### config.mk
export PLATFORM = sky130hd
export DESIGN_NAME = sequential_divider_taint
export DESIGN_NICKNAME = d
export VERILOG_FILES = /design/src/rtl/sequential_divider_taint.sv
export SDC_FILE = /design/constraint.sdc
export NUM_CORES = 1
export LEC_CHECK = 0
export BUFFER_PORTS_ARGS = -buffer_cell sky130_fd_sc_hd__buf_2
export CAP_MARGIN = 25
export CORE_MARGIN = 2
export CORE_UTILIZATION = 56
export CTS_BUF_LIST = sky130_fd_sc_hd__clkbuf_16
export DETAILED_ROUTE_END_ITERATION = 8
export GPL_TIMING_DRIVEN = 1
export PLACE_DENSITY = 0.86
export SLEW_MARGIN = 15
export SYNTH_ARGS = -nofsm -noshare
export SYNTH_HDL_FRONTEND = slang
export SYNTH_SLANG_ARGS = --single-unit
export TNS_END_PERCENT = 10
### constraint.sdc
create_clock -name clk -period 5.1 [get_ports clk]
set_input_delay 0.765 -clock clk [delete_from_list [all_inputs] [get_ports clk]]
set_output_delay 0.765 -clock clk [all_outputs]
set_load 0.02 [all_outputs]
### src/rtl/sequential_divider_taint.sv
// sequential_divider_taint: restoring unsigned divider with taint tracking; DIVIDER_PRECISE_TAINT_EN selects per-iteration taint
module sequential_divider_taint #(
  parameter int WIDTH = 8
) (
  input  logic             clk,
  input  logic             rst,
  input  logic             start,
  input  logic             start_t,
  input  logic [WIDTH-1:0] dividend,
  input  logic [WIDTH-1:0] dividend_t,
  input  logic [WIDTH-1:0] divisor,
  input  logic [WIDTH-1:0] divisor_t,
  output logic [WIDTH-1:0] quotient,
  output logic [WIDTH-1:0] quotient_t,
  output logic [WIDTH-1:0] remainder,
  output logic [WIDTH-1:0] remainder_t,
  output logic             quotientDone,
  output logic             quotientDone_t
);
  localparam int CW = $clog2(WIDTH);
  typedef enum logic [1:0] {IDLE, ITER, DONE} state_t;
  state_t state, state_n;
  logic [CW-1:0] cnt;
  logic [WIDTH-1:0] r, q, dvs;
  logic [WIDTH:0] sh;
  logic ge, ctrl_taint;
  assign sh = {r, q[WIDTH-1]};
  assign ge = sh >= {1'b0, dvs};
`ifdef DIVIDER_PRECISE_TAINT_EN
  logic [WIDTH-1:0] r_t, q_t, dvs_t;
  logic [WIDTH:0] sh_t;
  logic cmp_t;
  assign sh_t = {r_t, q_t[WIDTH-1]};
  assign cmp_t = |sh_t | |dvs_t;
`else
  logic dt;
`endif
  always_ff @(posedge clk or posedge rst)
    if (rst) state <= IDLE;
    else state <= state_n;
  always_comb begin
    state_n = state;
    state_n = state == IDLE ? (start ? ITER : IDLE) :
              state == ITER ? (cnt == CW'(WIDTH - 1) ? DONE : ITER) : IDLE;
  end
  always_ff @(posedge clk or posedge rst) begin
    if (rst) begin
      cnt <= '0;
      r <= '0;
      q <= '0;
      dvs <= '0;
      ctrl_taint <= 1'b0;
      quotient <= '0;
      quotient_t <= '0;
      remainder <= '0;
      remainder_t <= '0;
      quotientDone <= 1'b0;
      quotientDone_t <= 1'b0;
`ifdef DIVIDER_PRECISE_TAINT_EN
      r_t <= '0;
      q_t <= '0;
      dvs_t <= '0;
`else
      dt <= 1'b0;
`endif
    end else begin
      if (state == IDLE) ctrl_taint <= start_t;
      quotientDone <= state == DONE;
      quotientDone_t <= state == DONE && ctrl_taint;
      if (state == IDLE && start) begin
        cnt <= '0;
        r <= '0;
        q <= dividend;
        dvs <= divisor;
`ifdef DIVIDER_PRECISE_TAINT_EN
        r_t <= '0;
        q_t <= dividend_t;
        dvs_t <= divisor_t;
`else
        dt <= |dividend_t | |divisor_t;
`endif
      end
      if (state == ITER) begin
        cnt <= cnt + 1'b1;
        r <= WIDTH'(ge ? sh - {1'b0, dvs} : sh);
        q <= {q[WIDTH-2:0], ge};
`ifdef DIVIDER_PRECISE_TAINT_EN
        q_t <= {q_t[WIDTH-2:0], cmp_t};
        r_t <= (cmp_t || (ge && |dvs_t)) ? '1 : sh_t[WIDTH-1:0];
`endif
      end
      if (state == DONE) begin
        quotient <= q;
        remainder <= r;
`ifdef DIVIDER_PRECISE_TAINT_EN
        quotient_t <= ctrl_taint ? '1 : q_t;
        remainder_t <= ctrl_taint ? '1 : r_t;
`else
        quotient_t <= {WIDTH{ctrl_taint | dt}};
        remainder_t <= {WIDTH{ctrl_taint | dt}};
`endif
      end
    end
  end
endmodule
==> results of run 1 <==
## cells in the final DEF, fill, tap and decap left out, types with 2 or more instances in the layout
cell       count
ha_1          10
and2_1         3
inv_1         11
nor4_1         4
nor2b_1        5
a21oi_1        7
mux2_2        11
nand3_1        7
o21ai_1       19
nor3_1         5
clkbuf_16      5
mux2_1         4
nand2_1       40
o21a_1         2
dfrtp_1       50
buf_2         69
nand2b_1       3
o21ai_0        6
a21oi_2        2
a31oi_1        6
mux2i_1        4
nor2_1        18
## sequential cells by signal, indices dropped and copies added, names as in the netlist, 2 cells and up
register and cells:
dvs 8, q 8, r 8, state 2
remainder 8, cnt 3, quotient 8
## critical path, stage by stage, from the launching register on
cell	delay (ns)
dfrtp_1	0.42
ha_1	0.40
a21oi_2	0.22
o221ai_2	0.12
a21oi_2	0.55
nand2b_1	0.11
a32o_1	0.28
## path summary, 6_finish.rpt
| kind | startpoint | endpoint | slack (ns) | cells past startpoint |
|---|---|---|---|---|
| worst max-delay path | r[5] | r[7] | 2.87 | 6 |
| worst min-delay path | quotient[7] | quotient[7] | 0.48 | 2 |
| max in group asynchronous | rst | dvs[6] | 4.10 | 3 |
| min in group asynchronous | rst | quotient[6] | 0.49 | 2 |
| worst max register to register | r[5] | r[7] | 2.87 | 6 |
| worst min register to register | quotient[7] | quotient[7] | 0.48 | 2 |
## Yosys cell counts, drive strengths merged (6+ instances only)
cell type  instances  area, sq um
a21oi              9         52.6
a31oi              6         37.5
buf               20          146
clkbuf             6         22.5
dfrtp             50         1250
ha                10          125
inv               12         45.0
mux2              15          169
nand2             40          150
nand3              7         35.0
nor2              18         67.6
o21ai             26          134
## through the flow
step | cell area [sq um] | worst slack [ns]
final | 2970 | 2.87
after global routing | 2970 | 2.65
after CTS | 2930 | 2.88
after detailed placement | 2770 | 2.78
after global placement | 2770 | 2.89
after floorplan | 2530 | 3.13
## area by class of cell
| cell class | count | area share |
|---|---|---|
| timing repair buffer | 71 | 0.128 |
| sequential | 50 | 0.421 |
| inverter | 12 | 0.0152 |
| multi-input combinational | 169 | 0.358 |
| tap | 52 | 0.0219 |
| clock buffer | 5 | 0.0421 |
| clock inverter | 2 | 0.0131 |
## cells by family (layout without fill, tap and decap cells)
family / count (synthesis) / after routing
AND/OR/NAND/NOR: 86 / 86
flip-flops: 50 / 50
buffers and inverters: 38 / 90
multiplexers: 19 / 19
XOR/XNOR: 2 / 2
adder cells (fa/ha/maj): 11 / 11
AO/OA/AOI/OAI: 51 / 51
## layer usage
layer  GRT usage  vias to the layer above  routed length, um
li1            -                      971                  -
met1       0.261                      946               2230
met2       0.364                       51               2440
met3      0.0427                        9                235
met4      0.0734                        0                 78
met5           0                        -                  0
## power by group
| group | total (mW) | switching [mW] | internal (mW) | leakage (nW) |
|---|---|---|---|---|
| registers | 0.701 | 0.119 | 0.582 | 0.593 |
| logic | 1.22 | 0.725 | 0.492 | 0.789 |
| clock network | 0.370 | 0.140 | 0.229 | 0.0799 |
==> flow_metrics.env, run 1 <==
export IMPL_yosys_warnings=0
export IMPL_worstSetupEndpointType="flop"
export IMPL_p_leak_nw=1.46
export IMPL_start_util=0.581
export IMPL_cts_resized_gates=0
export IMPL_firstDrtPassIters=5
export IMPL_synth_fa_ha_area_frac=0.0574
export IMPL_clk_latency_ns=0.29
export IMPL_ys_types=37
export IMPL_synth_seq_cells=50
export IMPL_nets=356
export IMPL_setup_viol=0
export IMPL_min_path_type="reg2reg"
export IMPL_via_count=1977
export IMPL_cp_arrival_ns=2.41
export IMPL_rows=24
export IMPL_dieArea_sq_mm=0.00507
export IMPL_cts_setup_buffers=0
export IMPL_wl_per_cell_um=13.8
export IMPL_core_sq_mm=0.00435
export IMPL_hold_worst_slack_ns=0.479
export IMPL_drt_initial_drc_count=113
export IMPL_period_needed_ns=2.23
export IMPL_tns_ns=0
export IMPL_ys_flop_type="dfrtp_1"
export IMPL_clock_skew_ns=0.00499
export IMPL_cp_max_fo=15
export IMPL_synth_area_sq_mm=0.00253
export IMPL_syn_nets=304
export IMPL_port_buffers=69
export IMPL_drive_gt1_frac=0.304
export IMPL_synth_compound_area_frac=0.124
export IMPL_hold_violations=0
export IMPL_status="finished clean"
export IMPL_synth_xor_area_share=0.00693
export IMPL_final_util=0.682
export IMPL_die_y_um=71.2
export IMPL_synth_simple_area_share=0.149
export IMPL_total_power_mw=2.29
export IMPL_seq_area_sq_mm=0.00125
export IMPL_drt_total_wl_um=4980
export IMPL_synth_top_family_by_area="simple AND/OR/NAND/NOR gates"
export IMPL_diodes=0
export IMPL_cts_buffer_depth=2
export IMPL_cp_data_required_time_ns=5.27
export IMPL_grt_usage=0.210
export IMPL_area_delta_synth_final_pct=17.4
export IMPL_rsz0062_at_grt="no"
export IMPL_viasPerCell=5.48
export IMPL_cts_tree="built"
export IMPL_drv_cap=0
export IMPL_cellPowerDensity_mw_per_mm2=770
export IMPL_synth_edf_count=0
export IMPL_multi_input_comb_area_sq_mm=0.00106
export IMPL_globalRouteOverflowTotal=0
export IMPL_htree_levels=2
export IMPL_synth_area_mux_share=0.0826
export IMPL_nFillCells=333
export IMPL_peakVddDrop_mv=0.466
export IMPL_tightest_slew_ns=0.959
export IMPL_final_cell_count_no_fill=361
export IMPL_clkTransAtPathRegs_ns=0.06
export IMPL_cts_root_buf="clkbuf_16"
export IMPL_synthArstFlopShare=1.00
export IMPL_worstSetupPathType="reg2reg"
export IMPL_hpwl_um=3350
export IMPL_cts_buffers_inserted=5
export IMPL_grt_pass1_vias=1942
export IMPL_place_gp_congestion=0.791
export IMPL_io_pins=70
export IMPL_chipWidth_um=71.2
export IMPL_grt_pass1_wl_um=8450
export IMPL_min_period_over_period=0.438
export IMPL_ys_seq_area_frac=0.495
export IMPL_antenna_found_initial=0
export IMPL_dp_cells=352
export IMPL_max_freq_ghz=0.448
export IMPL_synth_area_per_cell_sq_um=9.84
export IMPL_slew_viol_final=0
export IMPL_drc=0
export IMPL_slew_headroom=0.361
export IMPL_worstSetupStartpointType="flop"
export IMPL_grt_max_degree=51
export IMPL_clock_sinks=50
export IMPL_cts_hold_buf=0
export IMPL_synth_cells=257
export IMPL_drtAntennaViolNets=0
(Power assumes the default switching activity.)
==> run 2: changes to the inputs <==
CORE_UTILIZATION = 52   (was 56)
PLACE_DENSITY = 0.8   (was 0.86)
clock period = 2.2 ns   (was 5.1 ns; I/O delays follow)
==> run 2 against run 1 <==
Against the previous run: flip-flop and latch count stayed put; die area is 7.3% higher; worst setup slack worse by 2.7 ns; critical path depth is 2 higher; critical endpoint unchanged; largest power group unchanged.
==> flow_metrics.env, run 2 (synthesis results as in run 1) <==
export IMPL_status="finished clean"
export IMPL_via_count=1971
export IMPL_hold_violations=0
export IMPL_seqPwrFrac=0.303
export IMPL_r2r_end="r[7]"
export IMPL_grt_pass1_wl_um=8160
export IMPL_critPathTopFamily="compound AO/OA/AOI/OAI gates"
export IMPL_path_depth=8
export IMPL_r2r_slack_ns=0.15
export IMPL_setup_viol=0
export IMPL_globalRouteOverflowTotal=0
export IMPL_viasPerCell=5.34
export IMPL_nFillCells=388
export IMPL_final_common_cell="buf_2"
export IMPL_worstPathCellList="inv_1 -> ha_1 -> nor2b_1 -> nor3_1 -> o31a_1 -> a311oi_1 -> o21ai_1 -> a32o_1"
export IMPL_cts_buffer_depth=2
export IMPL_tightest_slew_ns=0.731
export IMPL_finish_instance_area_sq_mm=0.00300
export IMPL_start_util=0.539
export IMPL_worstSetupStartpointType="flop"
export IMPL_io_pins=70
export IMPL_core_sq_mm=0.00469
export IMPL_final_cell_mix="buf_2, dfrtp_1, nand2_1"
export IMPL_drv_cap=0
export IMPL_min_path_type="in2async"
export IMPL_worstSetupPathType="reg2reg"
export IMPL_drc=0
export IMPL_crit_slowest_cell="dfrtp_1"
export IMPL_grt_pass1_vias=1855
export IMPL_wl_met1_um=2220
export IMPL_met2_length_um=2460
export IMPL_cts_hold_buf=0
export IMPL_r2r_start="dvs[1]"
export IMPL_cts_root_buf="clkbuf_16"
export IMPL_drt_initial_drc_count=130
export IMPL_netSwitchingFraction=0.422
export IMPL_cts_tree="built"
export IMPL_hpwl_um=3620
export IMPL_die_y_um=73.7
export IMPL_tns_ns=0
export IMPL_slew_headroom=0.512
export IMPL_place_area_sq_mm=0.00285
export IMPL_period_needed_ns=2.05
export IMPL_peakVddDrop_mv=0.987
export IMPL_cellPowerDensity_mw_per_mm2=1780
export IMPL_rsz0062_at_grt="no"
export IMPL_p_clk_frac=0.155
export IMPL_topRoutingLayerUsed="met4"
export IMPL_grt_max_degree=51
export IMPL_cp_max_fo=3
export IMPL_crit_buf_inv=1
export IMPL_p_int_mw=3.09
export IMPL_clock_skew_ns=0.00287
export IMPL_slew_viol_final=0
export IMPL_port_buffers=69
export IMPL_worstSetupEndpointType="flop"
export IMPL_antenna_found_initial=0
export IMPL_drtAntennaViolNets=0
export IMPL_max_stage_delay_ns=0.38
export IMPL_cts_resized_gates=0
export IMPL_grt_usage=0.194
export IMPL_cp_data_required_time_ns=2.37
export IMPL_p_comb_frac=0.542
export IMPL_p_leak_nw=1.49
export IMPL_htree_levels=2
export IMPL_cts_buffers_inserted=5
export IMPL_drt_total_wl_um=4990
export IMPL_max_freq_ghz=0.489
export IMPL_cp_arrival_ns=2.21
export IMPL_clock_sinks=50
export IMPL_rows=25
export IMPL_clkTransAtPathRegs_ns=0.06
export IMPL_chipWidth_um=73.7
export IMPL_nets=362
export IMPL_diodes=0
export IMPL_min_period_over_period=0.930
export IMPL_dieArea_sq_mm=0.00544
export IMPL_wl_per_cell_um=13.5
export IMPL_r2r_cells=8
export IMPL_drive_gt1_frac=0.314
export IMPL_place_gp_congestion=0.797
export IMPL_wl_met3_um=272
export IMPL_p_sw_mw=2.26
export IMPL_cts_setup_buffers=0
export IMPL_clk_latency_ns=0.28
export IMPL_firstDrtPassIters=4
export IMPL_area_delta_synth_final_pct=18.8
[run 2: layout make-up]
type | instances | area [sq um] | area share
well taps | 54 | 67.6 | 0.0225
flip-flops and latches | 50 | 1250 | 0.416
clock buffers | 5 | 125 | 0.0416
repair buffers | 77 | 418 | 0.139
clock inverters | 2 | 33.8 | 0.0112
inverters | 12 | 45.0 | 0.0150
multi-input cells | 169 | 1060 | 0.354
[run 2: per-layer routing]
| metal | global-route usage | vias to the layer above |
|---|---|---|
| met5 | 0 | - |
| met1 | 0.260 | 928 |
| met4 | 0.0384 | 0 |
| met3 | 0.0453 | 6 |
| li1 | - | 981 |
| met2 | 0.324 | 56 |
[run 2: worst min-delay path: cells and delay by family]
| kind | cells | cell delay [ns] |
|---|---|---|
| buf+inv | 3 | 0.62 |
[run 2: worst max-delay path by stage]
stage	endpoint	start	slack, ns
2_1_floorplan	r[7]	dvs[1]	0.36
3_3_place_gp	r[7]	dvs[1]	0.23
3_5_place_dp	r[7]	dvs[1]	0.21
4_1_cts	r[2]	r[5]	0.20
5_1_grt	r[7]	dvs[1]	0.02
6_report	r[7]	dvs[1]	0.15
[run 2: power by group through the flow]
stage	Clock, mW	Combinational, mW	Sequential, mW
detailed placement	0	2.87	1.63
CTS	0.846	2.90	1.62
floorplan	0	2.16	1.75
global route	0.878	3.20	1.69
global placement	0	2.76	1.62
finish	0.829	2.90	1.62
[run 2: stage by stage]
stage | worst slack, ns | instances | utilization | hold slack, ns | total power, mW
2_1_floorplan | 0.356 | 257 | - | 0.435 | 3.91
3_3_place_gp | 0.232 | 362 | 0.606 | 0.461 | 4.38
3_5_place_dp | 0.214 | 362 | 0.606 | 0.463 | 4.50
4_1_cts | 0.197 | 369 | 0.640 | 0.226 | 5.37
5_1_grt | 0.0235 | 369 | 0.640 | 0.251 | 5.77
6_report | 0.155 | 369 | 0.640 | 0.201 | 5.35
